--- config.mk ---
export PLATFORM = sky130hd
export DESIGN_NAME = code4_onehot10_strobe_flat
export DESIGN_NICKNAME = d
export VERILOG_FILES = /design/src/rtl/code4_onehot10_strobe_pkg.sv /design/src/rtl/code4_onehot10_strobe_if.sv /design/src/rtl/code4_onehot10_strobe_dec_comb.sv /design/src/rtl/code4_onehot10_strobe.sv /design/src/flat_wrapper.sv
export SDC_FILE = /design/constraint.sdc
export NUM_CORES = 1
export LEC_CHECK = 0
export CORE_UTILIZATION = 49
export CTS_CLUSTER_DIAMETER = 40
export CTS_CLUSTER_SIZE = 10
export DETAILED_ROUTE_END_ITERATION = 16
export PLACE_DENSITY = 0.87
export SKIP_LAST_GASP = 1
export SYNTH_ARGS = -nofsm -noshare
export SYNTH_HDL_FRONTEND = slang
export SYNTH_HIERARCHICAL = 1
export SYNTH_SLANG_ARGS = --single-unit
--- constraint.sdc ---
create_clock -name clk -period 1.9 [get_ports clk]
set_clock_uncertainty 0.1 [all_clocks]
set_input_delay 0.19 -clock clk [delete_from_list [all_inputs] [get_ports clk]]
set_output_delay 0.19 -clock clk [all_outputs]
set_load 0.1 [all_outputs]
--- src/rtl/code4_onehot10_strobe_pkg.sv ---
// Shared definitions for the 4-bit code <-> 10-bit one-hot strobe family.
package code4_onehot10_strobe_pkg;

   localparam int unsigned CODE_W   = 4;
   localparam int unsigned ONEHOT_W = 10;

   localparam logic [CODE_W-1:0] CODE_NOHOT = 4'hF;
   localparam logic [CODE_W-1:0] CODE_MIN   = 4'd1;
   localparam logic [CODE_W-1:0] CODE_MAX   = 4'd10;

   typedef enum logic [1:0] {
      ST_IDLE = 2'd0,
      ST_HOLD = 2'd1,
      ST_GAP  = 2'd2
   } state_t;

endpackage

--- src/rtl/code4_onehot10_strobe_if.sv ---
// Code-source handshake: source drives valid/code, strobe block drives ready.
interface code4_onehot10_strobe_if;
   import code4_onehot10_strobe_pkg::*;

   logic              in_valid;
   logic              in_ready;
   logic [CODE_W-1:0] in_code;

   modport master (output in_valid, output in_code, input in_ready);
   modport slave  (input in_valid, input in_code, output in_ready);

endinterface

--- src/rtl/code4_onehot10_strobe_dec_comb.sv ---
// Pure combinational code -> one-hot decode with legal / no-hot classification.
module onehot10_dec_comb
   import code4_onehot10_strobe_pkg::*;
(
   input  logic [CODE_W-1:0]   code,
   output logic [ONEHOT_W-1:0] onehot,
   output logic                legal,
   output logic                nohot
);

   // Classify the code and form the matching single-bit strobe.
   always_comb begin
      legal  = (code >= CODE_MIN) && (code <= CODE_MAX);
      nohot  = (code == CODE_NOHOT);
      onehot = '0;
      if (legal) begin
         onehot = ONEHOT_W'(1) << (code - CODE_MIN);
      end
   end

endmodule

--- src/rtl/code4_onehot10_strobe.sv ---
// Accepts a 4-bit code and drives the matching one-hot strobe for HOLD_CYCLES,
// then enforces GAP_CYCLES of not-ready before the next code.
module code4_onehot10_strobe
   import code4_onehot10_strobe_pkg::*;
#(
   parameter int HOLD_CYCLES = 4,
   parameter int GAP_CYCLES  = 1,
   parameter int CNT_W       = 8
) (
   input  logic                   clk,
   input  logic                   rst_n,
   code4_onehot10_strobe_if.slave bus,
   output logic [ONEHOT_W-1:0]    onehot,
   output logic                   onehot_valid,
   output logic                   nohot_pulse,
   output logic [CNT_W-1:0]       illegal_cnt,
   output logic                   busy
);

   generate
      if (HOLD_CYCLES < 1) begin : g_bad_hold
         $error("HOLD_CYCLES must be >= 1");
      end
      if (GAP_CYCLES < 0) begin : g_bad_gap
         $error("GAP_CYCLES must be >= 0");
      end
   endgenerate

   localparam int HG_MAX = (HOLD_CYCLES > GAP_CYCLES) ? HOLD_CYCLES : GAP_CYCLES;
   localparam int CT_MAX = (HG_MAX > 2) ? HG_MAX : 2;
   localparam int CT_W   = $clog2(CT_MAX);

   state_t                state_q, state_d;
   logic [CT_W-1:0]       cnt_q, cnt_d;
   logic [ONEHOT_W-1:0]   onehot_q, onehot_d;
   logic                  nohot_q, nohot_d;
   logic [CNT_W-1:0]      illegal_q, illegal_d;

   logic [ONEHOT_W-1:0]   dec_onehot;
   logic                  dec_legal;
   logic                  dec_nohot;
   logic                  accept;

   onehot10_dec_comb u_dec (
      .code   (bus.in_code),
      .onehot (dec_onehot),
      .legal  (dec_legal),
      .nohot  (dec_nohot)
   );

   assign bus.in_ready = (state_q == ST_IDLE);
   assign accept       = bus.in_valid && (state_q == ST_IDLE);

   // Next-state, counter and output-register computation.
   always_comb begin
      state_d   = state_q;
      cnt_d     = cnt_q;
      onehot_d  = '0;
      nohot_d   = 1'b0;
      illegal_d = illegal_q;
      unique case (state_q)
         ST_IDLE: begin
            if (accept) begin
               if (dec_legal) begin
                  state_d  = ST_HOLD;
                  cnt_d    = CT_W'(HOLD_CYCLES - 1);
                  onehot_d = dec_onehot;
               end else if (dec_nohot) begin
                  nohot_d = 1'b1;
               end else if (illegal_q != '1) begin
                  illegal_d = illegal_q + CNT_W'(1);
               end
            end
         end
         ST_HOLD: begin
            if (cnt_q == '0) begin
               if (GAP_CYCLES > 0) begin
                  state_d = ST_GAP;
                  cnt_d   = CT_W'(GAP_CYCLES - 1);
               end else begin
                  state_d = ST_IDLE;
               end
            end else begin
               cnt_d    = cnt_q - CT_W'(1);
               onehot_d = onehot_q;
            end
         end
         ST_GAP: begin
            if (cnt_q == '0) begin
               state_d = ST_IDLE;
            end else begin
               cnt_d = cnt_q - CT_W'(1);
            end
         end
         default: begin
            state_d = ST_IDLE;
         end
      endcase
   end

   // State and output registers; reset aborts any strobe in flight.
   always_ff @(posedge clk or negedge rst_n) begin
      if (!rst_n) begin
         state_q   <= ST_IDLE;
         cnt_q     <= '0;
         onehot_q  <= '0;
         nohot_q   <= 1'b0;
         illegal_q <= '0;
      end else begin
         state_q   <= state_d;
         cnt_q     <= cnt_d;
         onehot_q  <= onehot_d;
         nohot_q   <= nohot_d;
         illegal_q <= illegal_d;
      end
   end

   assign onehot       = onehot_q;
   assign onehot_valid = (state_q == ST_HOLD);
   assign nohot_pulse  = nohot_q;
   assign illegal_cnt  = illegal_q;
   assign busy         = (state_q != ST_IDLE);

endmodule

--- src/flat_wrapper.sv ---
// flat-port wrapper written by rule: the top's interface ports become plain ports
module code4_onehot10_strobe_flat import code4_onehot10_strobe_pkg::*;
#(
   parameter int HOLD_CYCLES = 4,
   parameter int GAP_CYCLES  = 1,
   parameter int CNT_W       = 8
)
  (clk, rst_n, onehot, onehot_valid, nohot_pulse, illegal_cnt, busy, bus_in_valid, bus_in_code, bus_in_ready);
  code4_onehot10_strobe_if bus_i ();
  input  logic clk;
  input  logic rst_n;
  output logic [ONEHOT_W-1:0] onehot;
  output logic onehot_valid;
  output logic nohot_pulse;
  output logic [CNT_W-1:0] illegal_cnt;
  output logic busy;
  input wire logic [$bits(bus_i.in_valid)-1:0] bus_in_valid;
  input wire logic [$bits(bus_i.in_code)-1:0] bus_in_code;
  output wire logic [$bits(bus_i.in_ready)-1:0] bus_in_ready;
  assign bus_i.in_valid = bus_in_valid;
  assign bus_i.in_code = bus_in_code;
  assign bus_in_ready = bus_i.in_ready;
  code4_onehot10_strobe #(.HOLD_CYCLES(HOLD_CYCLES), .GAP_CYCLES(GAP_CYCLES), .CNT_W(CNT_W)) u_core (.clk(clk), .rst_n(rst_n), .bus(bus_i), .onehot(onehot), .onehot_valid(onehot_valid), .nohot_pulse(nohot_pulse), .illegal_cnt(illegal_cnt), .busy(busy));
endmodule
==> summary.md, run 1 <==
- transition time at the pin with the least slew margin: 367.7 ps
- internal reg-to-reg setup slack: 90 ps
- crit path time final: 1839 ps
- total wire length: 2.851 mm
- number of buffers added by the clock tree synthesis step: 3
- worst-path maximum fanout: 6
- initial antenna violation count: 0
- proportion of power drawn by flip-flops and latches: 28.4%
- top cell family by delay on the critical path: buffers and inverters
- post-detailed-route count of antenna-violating nets: 0
- length of the first detailed-routing pass in iterations: 4
- Switching Power: 0.001250 W
- count of clock tree sinks: 23
- Ys Warns: 6
- initial DRC count: 24
- Slew HR: 75.10%
- clock slew at reported path FFs: 130 ps
- routed wirelength normalized by instance count: 15.41 um
- slowest cell delay on critical path: 450 ps
- number of failing hold endpoints at the final stage: 0
- synthesized instance count: 114
- count of buffers from port buffering: 28
- data required time of the worst path: 2000 ps
- count of H-tree levels built during CTS: 1
- total number of vias: 1,051
- main combinational cell family by area after synthesis: simple AND/OR/NAND/NOR gates
- Die Width: 52.43 um
- r2r worst-path depth: 5
- HPWL after detailed placement: 2.208 mm
- ratio of final minimum period to clock period: 96.82%
- critical path buffer and inverter count: 2
- worst ir drop on vdd: 1384 uV
- clock group share of total power: 9.1%
- source of the worst register-to-register timing path: u_core/state_q[0]$_DFFE_PN0P_
- Final Core Density: 73.42%
- placeable core region: 2297 um^2
- Critical Path, Cell by Cell: clkdlybuf4s50_1, buf_4, a21o_1, a21oi_1, and4bb_1, o31a_4, mux2_4
- effective utilization at floorplan: 54.25%
- Post-CTS Hold Fix Bufs: 0
- Final Instance Area: 1687 um^2
- most common cell after layout, fill and taps aside: buf_4
- pins over their slew limit: 0
- layout cell share with drive strength beyond 1: 35.67%
- Cell Area, Placed: 1658 um^2
- Sw Share: 50.74%
- Mapped Area: 1246 um^2
- Hold WC Path Type: input pin to async pin
- critical setup path kind: input pin to flip-flop
- startpoint types: input pin
- endpoint of the lowest-slack register-to-register path: u_core/illegal_cnt[1]$_DFFE_PN0P_
- number of top-level design ports: 29
- unrepaired setup endpoints after global routing: yes
- DRC errors left: 0
- root buffer cell: clkbuf_4
- power density normalized to cell area: 1460 nW/um^2
- post-CTS setup-driven buffer insertion count: 0
- Leak Pwr: 0.8152 nW
- MaxCap Viol Count: 0
- layout net count: 175
- remaining global-route overflow: 0
- tightest hold margin: 116.8 ps
- Logic pwr share: 62.5%
- maximum number of pins on one net before global-route repair: 24
- fraction of the mapped netlist area in compound gates: 12.45%
- Bufs on Longest Clock Path: 2
- post-synth net total: 131
- number of vias per cell after detailed routing: 5.681
- average size of a mapped cell: 10.93 um^2
- global-route wire length before repair: 4.616 mm
- f_max: 543.6 MHz
- Worst-Skew Late Latency: 300 ps
- number of library cell types mapped by synthesis: 31
- total power: 0.002463 W
- row count: 17
- commonest non-fill, non-tap cells in the layout: buf_4 (31), dfrtp_1 (15), nor2_1 (10), a22o_1 (10)
- gpl congestion: 0.8557
- number of register bits inferred by synthesis: 23
- result of the run: completed
- fraction of the mapped netlist area in adder cells: 10.04%
- number of antenna repair diodes: 0
- # setup viols final: 0
- non-filler instance count after layout: 185
- cell-internal power: 0.001213 W
- multiplexer area fraction after synthesis: 6.426%
- Synth Area in XOR/XNOR: 3.514%
- placed insts: 181
- vias in the first global route: 1,001
- die height: 52.43 um
- clock tree from TritonCTS: built
- type of element capturing the critical path: flip-flop
- arrival time reported for the critical path endpoint: 1940 ps
- global-route usage over all layers: 23.15%
- share of synthesized area occupied by flip-flops and latches: 46.18%
- share of synthesized cell area in and, or, nand and nor gates: 18.67%
- synth-to-layout area growth: 35.34%
- worst-path cell with the longest stage delay: clkdlybuf4s50_1
- Die Footprint: 2749 um^2
metrics by stage:
stage,worst slack [ps],TNS (ps)
global route,-11.14,-36.84
global placement,-146.4,-1256
floorplan,-29.08,-29.08
detailed placement,-234.9,-2419
CTS,32.07,0
finish,60.51,0
flip-flops by register name (all words and copies together) (netlist names):
| name | flops |
|---|---|
| u_core/state_q | 2 |
| u_core/cnt_q | 2 |
| u_core/illegal_cnt | 8 |
| u_core/nohot_pulse | 1 |
| u_core/onehot | 10 |
cells in the mapped netlist:
| cell | n | area, um^2 |
|---|---|---|
| a221o_1 | 1 | 10.01 |
| dfrtp_1 | 23 | 575.6 |
| mux2_2 | 1 | 11.26 |
| o21ai_1 | 1 | 5.000 |
| o311ai_1 | 1 | 8.760 |
| a21o_1 | 1 | 7.510 |
| nor3_1 | 5 | 25.02 |
| xor2_1 | 1 | 8.760 |
| inv_1 | 8 | 30.03 |
| nand2_2 | 1 | 6.260 |
| clkbuf_1 | 1 | 3.750 |
| and3_1 | 1 | 6.260 |
| nor3_2 | 1 | 10.01 |
| mux2_4 | 1 | 15.01 |
| nor2_1 | 10 | 37.54 |
| mux2i_1 | 2 | 20.02 |
| nor2b_1 | 2 | 12.51 |
| ha_1 | 10 | 125.1 |
| a21oi_1 | 2 | 10.01 |
| nand2b_1 | 2 | 12.51 |
| and4bb_1 | 1 | 12.51 |
| nand4_1 | 5 | 31.28 |
| nand2b_4 | 2 | 27.53 |
| o31a_4 | 1 | 17.52 |
| a22o_1 | 10 | 87.58 |
| nand3_1 | 3 | 15.01 |
| a221oi_1 | 1 | 8.760 |
| mux2_1 | 3 | 33.78 |
| xnor2_1 | 4 | 35.03 |
| nand2_1 | 8 | 30.03 |
| nor4_1 | 1 | 6.260 |
repair_timing:
item / CTS / global route
gates resized for setup: 1 / 2
endpoints found under the hold margin: 0 / 0
cloned: 0 / 0
endpoints found under the setup margin: 1 / 8
layer usage:
| metal | part of all wire [%] | routed length [um] | vias up | GRT usage, % |
|---|---|---|---|---|
| li1 | - | - | 495 | - |
| met1 | 45 | 1285 | 504 | 30.88 |
| met2 | 49 | 1389 | 42 | 39.03 |
| met3 | 3.6 | 102 | 10 | 2.609 |
| met4 | 2.6 | 73 | 0 | 7.018 |
| met5 | 0 | 0 | - | 0 |
worst max-delay path by stage:
stage | start | end | slack, ps | depth (start not counted)
5_1_grt | bus_in_code[2] | u_core/state_q[1]$_DFFE_PN0P_ | -10 | 8
3_3_place_gp | bus_in_code[2] | u_core/illegal_cnt[1]$_DFFE_PN0P_ | -150 | 6
2_1_floorplan | u_core/state_q[1]$_DFFE_PN0P_ | u_core/cnt_q[0]$_DFFE_PN0P_ | -30 | 4
4_1_cts | u_core/state_q[1]$_DFFE_PN0P_ | u_core/illegal_cnt[1]$_DFFE_PN0P_ | 30 | 5
6_report | bus_in_code[2] | u_core/illegal_cnt[1]$_DFFE_PN0P_ | 60 | 7
3_5_place_dp | bus_in_code[2] | u_core/illegal_cnt[1]$_DFFE_PN0P_ | -230 | 7
power groups by stage:
stage          Clock, W  Sequential (W)  Combinational (W)
3_3_place_gp          0        0.000694            0.00148
2_1_floorplan         0        0.000974           0.000801
5_1_grt        0.000242        0.000711            0.00162
3_5_place_dp          0        0.000703            0.00153
4_1_cts        0.000227        0.000695            0.00154
6_report       0.000223        0.000700            0.00154
cell families (layout without fill, tap and decap cells):
logic type      after synthesis  in the layout
compound gates               18             18
xor+xnor                      5              5
fa+ha+maj                    10             10
buf+inv                       9             52
flops                        23             23
mux                           7              7
simple gates                 42             42
layout make-up:
type	count	area, um^2
Multi-Input combinational cell	82	651.9
Fill cell	164	610.6
Sequential cell	23	590.6
Timing Repair Buffer	40	352.8
Tap cell	28	35.03
Inverter	8	30.03
Clock buffer	4	26.28
No activity file was read; power rests on OpenSTA's default activity.
==> run 2: changes to the inputs <==
Settings changed: CTS_CLUSTER_DIAMETER 40 to 50.
==> results of run 2 <==
No change in the layout: final DEF, timing and power equal those of run 1.
==> run 3: changes to the inputs <==
Settings changed: CORE_ASPECT_RATIO from default to 1.2, PLACE_DENSITY 0.87 to 0.79.
==> run 3 against run 2 <==
Net effect: final cell count increased by 0.54%; combinational power down 3%; register-to-register slack improved by 40 ps; largest power group unchanged; highest routed layer unchanged; first-iteration DRC count down 25%; via count is 6.9% lower.
==> summary.md, run 3 (synthesis results as in run 1) <==
- row count: 19
- tightest hold margin: 100.7 ps
- Final Core Density: 71.29%
- combined flip-flop and latch cell area: 590.6 um^2
- placeable core region: 2354 um^2
- DRC errors left: 0
- MaxCap Viol Count: 0
- initial DRC count: 18
- post-detailed-route count of antenna-violating nets: 0
- Die Width: 48.04 um
- result of the run: completed
- non-filler instance count after layout: 186
- total power: 0.002423 W
- ratio of final minimum period to clock period: 95.98%
- effective utilization at floorplan: 52.95%
- number of vias per cell after detailed routing: 5.263
- Cell Area, Placed: 1647 um^2
- layout net count: 173
- global-route wire length before repair: 4.291 mm
- routed wirelength normalized by instance count: 13.75 um
- type of element capturing the critical path: flip-flop
- Leak Pwr: 0.8103 nW
- worst ir drop on vdd: 1790 uV
- HPWL after detailed placement: 1.997 mm
- Filler cells: 180
- worst-path maximum fanout: 6
- commonest non-fill, non-tap cells in the layout: buf_4 (29), dfrtp_1 (15), nor2_1 (10), a22o_1 (10), ha_1 (9)
- critical setup path kind: input pin to flip-flop
- remaining global-route overflow: 0
- number of buffers added by the clock tree synthesis step: 3
- layout cell share with drive strength beyond 1: 35.48%
- root buffer cell: clkbuf_4
- maximum number of pins on one net before global-route repair: 24
- placed insts: 182
- internal reg-to-reg setup slack: 130 ps
- # setup viols final: 0
- count of clock tree sinks: 23
- length of the first detailed-routing pass in iterations: 5
- Slew HR: 71.98%
- die height: 57.25 um
- vias in the first global route: 943
- count of buffers from port buffering: 28
- Post-CTS Hold Fix Bufs: 0
- power density normalized to cell area: 1444 nW/um^2
- pins over their slew limit: 0
- count of H-tree levels built during CTS: 1
- number of antenna repair diodes: 0
- synth-to-layout area growth: 34.64%
- Bufs on Longest Clock Path: 2
- Die Footprint: 2750 um^2
- clock slew at reported path FFs: 130 ps
- arrival time reported for the critical path endpoint: 1940 ps
- transition time at the pin with the least slew margin: 413.7 ps
- footprint of the multi-input gates: 653.1 um^2
- initial antenna violation count: 0
- global-route usage over all layers: 22.35%
- Hold WC Path Type: input pin to async pin
- gpl congestion: 0.8284
- total wire length: 2.557 mm
- Final Instance Area: 1678 um^2
- startpoint types: input pin
- f_max: 548.4 MHz
- total number of vias: 979
- crit path time final: 1824 ps
- flip-flop count of the largest register after layout: 10
- Worst-Skew Late Latency: 320 ps
- number of failing hold endpoints at the final stage: 0
- most common cell after layout, fill and taps aside: buf_4
- data required time of the worst path: 2020 ps
- number of top-level design ports: 29
- clock tree from TritonCTS: built
[run 3: final timing paths]
check / startpoint / endpoint / cells after the start
min reg2reg: u_core/illegal_cnt[6]$_DFFE_PN0P_ / u_core/illegal_cnt[6]$_DFFE_PN0P_ / 1
min in group clk: bus_in_valid / u_core/nohot_pulse$_DFF_PN0_ / 3
max: bus_in_code[2] / u_core/illegal_cnt[1]$_DFFE_PN0P_ / 6
max in group asynchronous: rst_n / u_core/illegal_cnt[0]$_DFFE_PN0P_ / 2
max reg2reg: u_core/state_q[0]$_DFFE_PN0P_ / u_core/illegal_cnt[1]$_DFFE_PN0P_ / 5
min: rst_n / u_core/onehot[8]$_DFFE_PN0P_ / 2
[run 3: cell type report]
type                            instances  share of cell area (%)
Multi-Input combinational cell         82                   38.93
Sequential cell                        23                   35.20
Timing Repair Buffer                   38                   20.13
Tap cell                               31                   2.312
Inverter                                8                   1.790
Clock buffer                            3                   1.342
Clock inverter                          1                  0.2983
[run 3: report_power, final]
part           internal (W)  leakage, nW  switching [W]
Combinational      0.000512        0.498       0.000982
Clock             0.0000789       0.0177       0.000151
Sequential         0.000592        0.295       0.000106
Total               0.00118        0.810        0.00124
[run 3: metal layers]
metal	vias up	routed length [um]	global-route usage (%)
met4	0	60	11.90
met5	-	0	0
met2	21	1316	36.87
met1	466	1114	26.99
li1	487	-	-
met3	5	65	2.848
[run 3: critical path: stages]
cell	delay (ps)
clkdlybuf4s50_1	440
nor4_1	380
a21oi_2	80
and4bb_1	340
o31a_4	200
mux2_4	290
[run 3: repair_timing]
item	4_1_cts	5_1_grt
setup buffers	0	0
setup endpoints to repair	0	4
gates resized for setup	0	3
[run 3: stage by stage]
step,TNS (ps),worst slack (ps)
6_report,0,76.44
5_1_grt,-19.92,-9.538
4_1_cts,0,59.21
3_5_place_dp,-1774,-217.3
3_3_place_gp,-1180,-172.3
2_1_floorplan,-29.08,-29.08
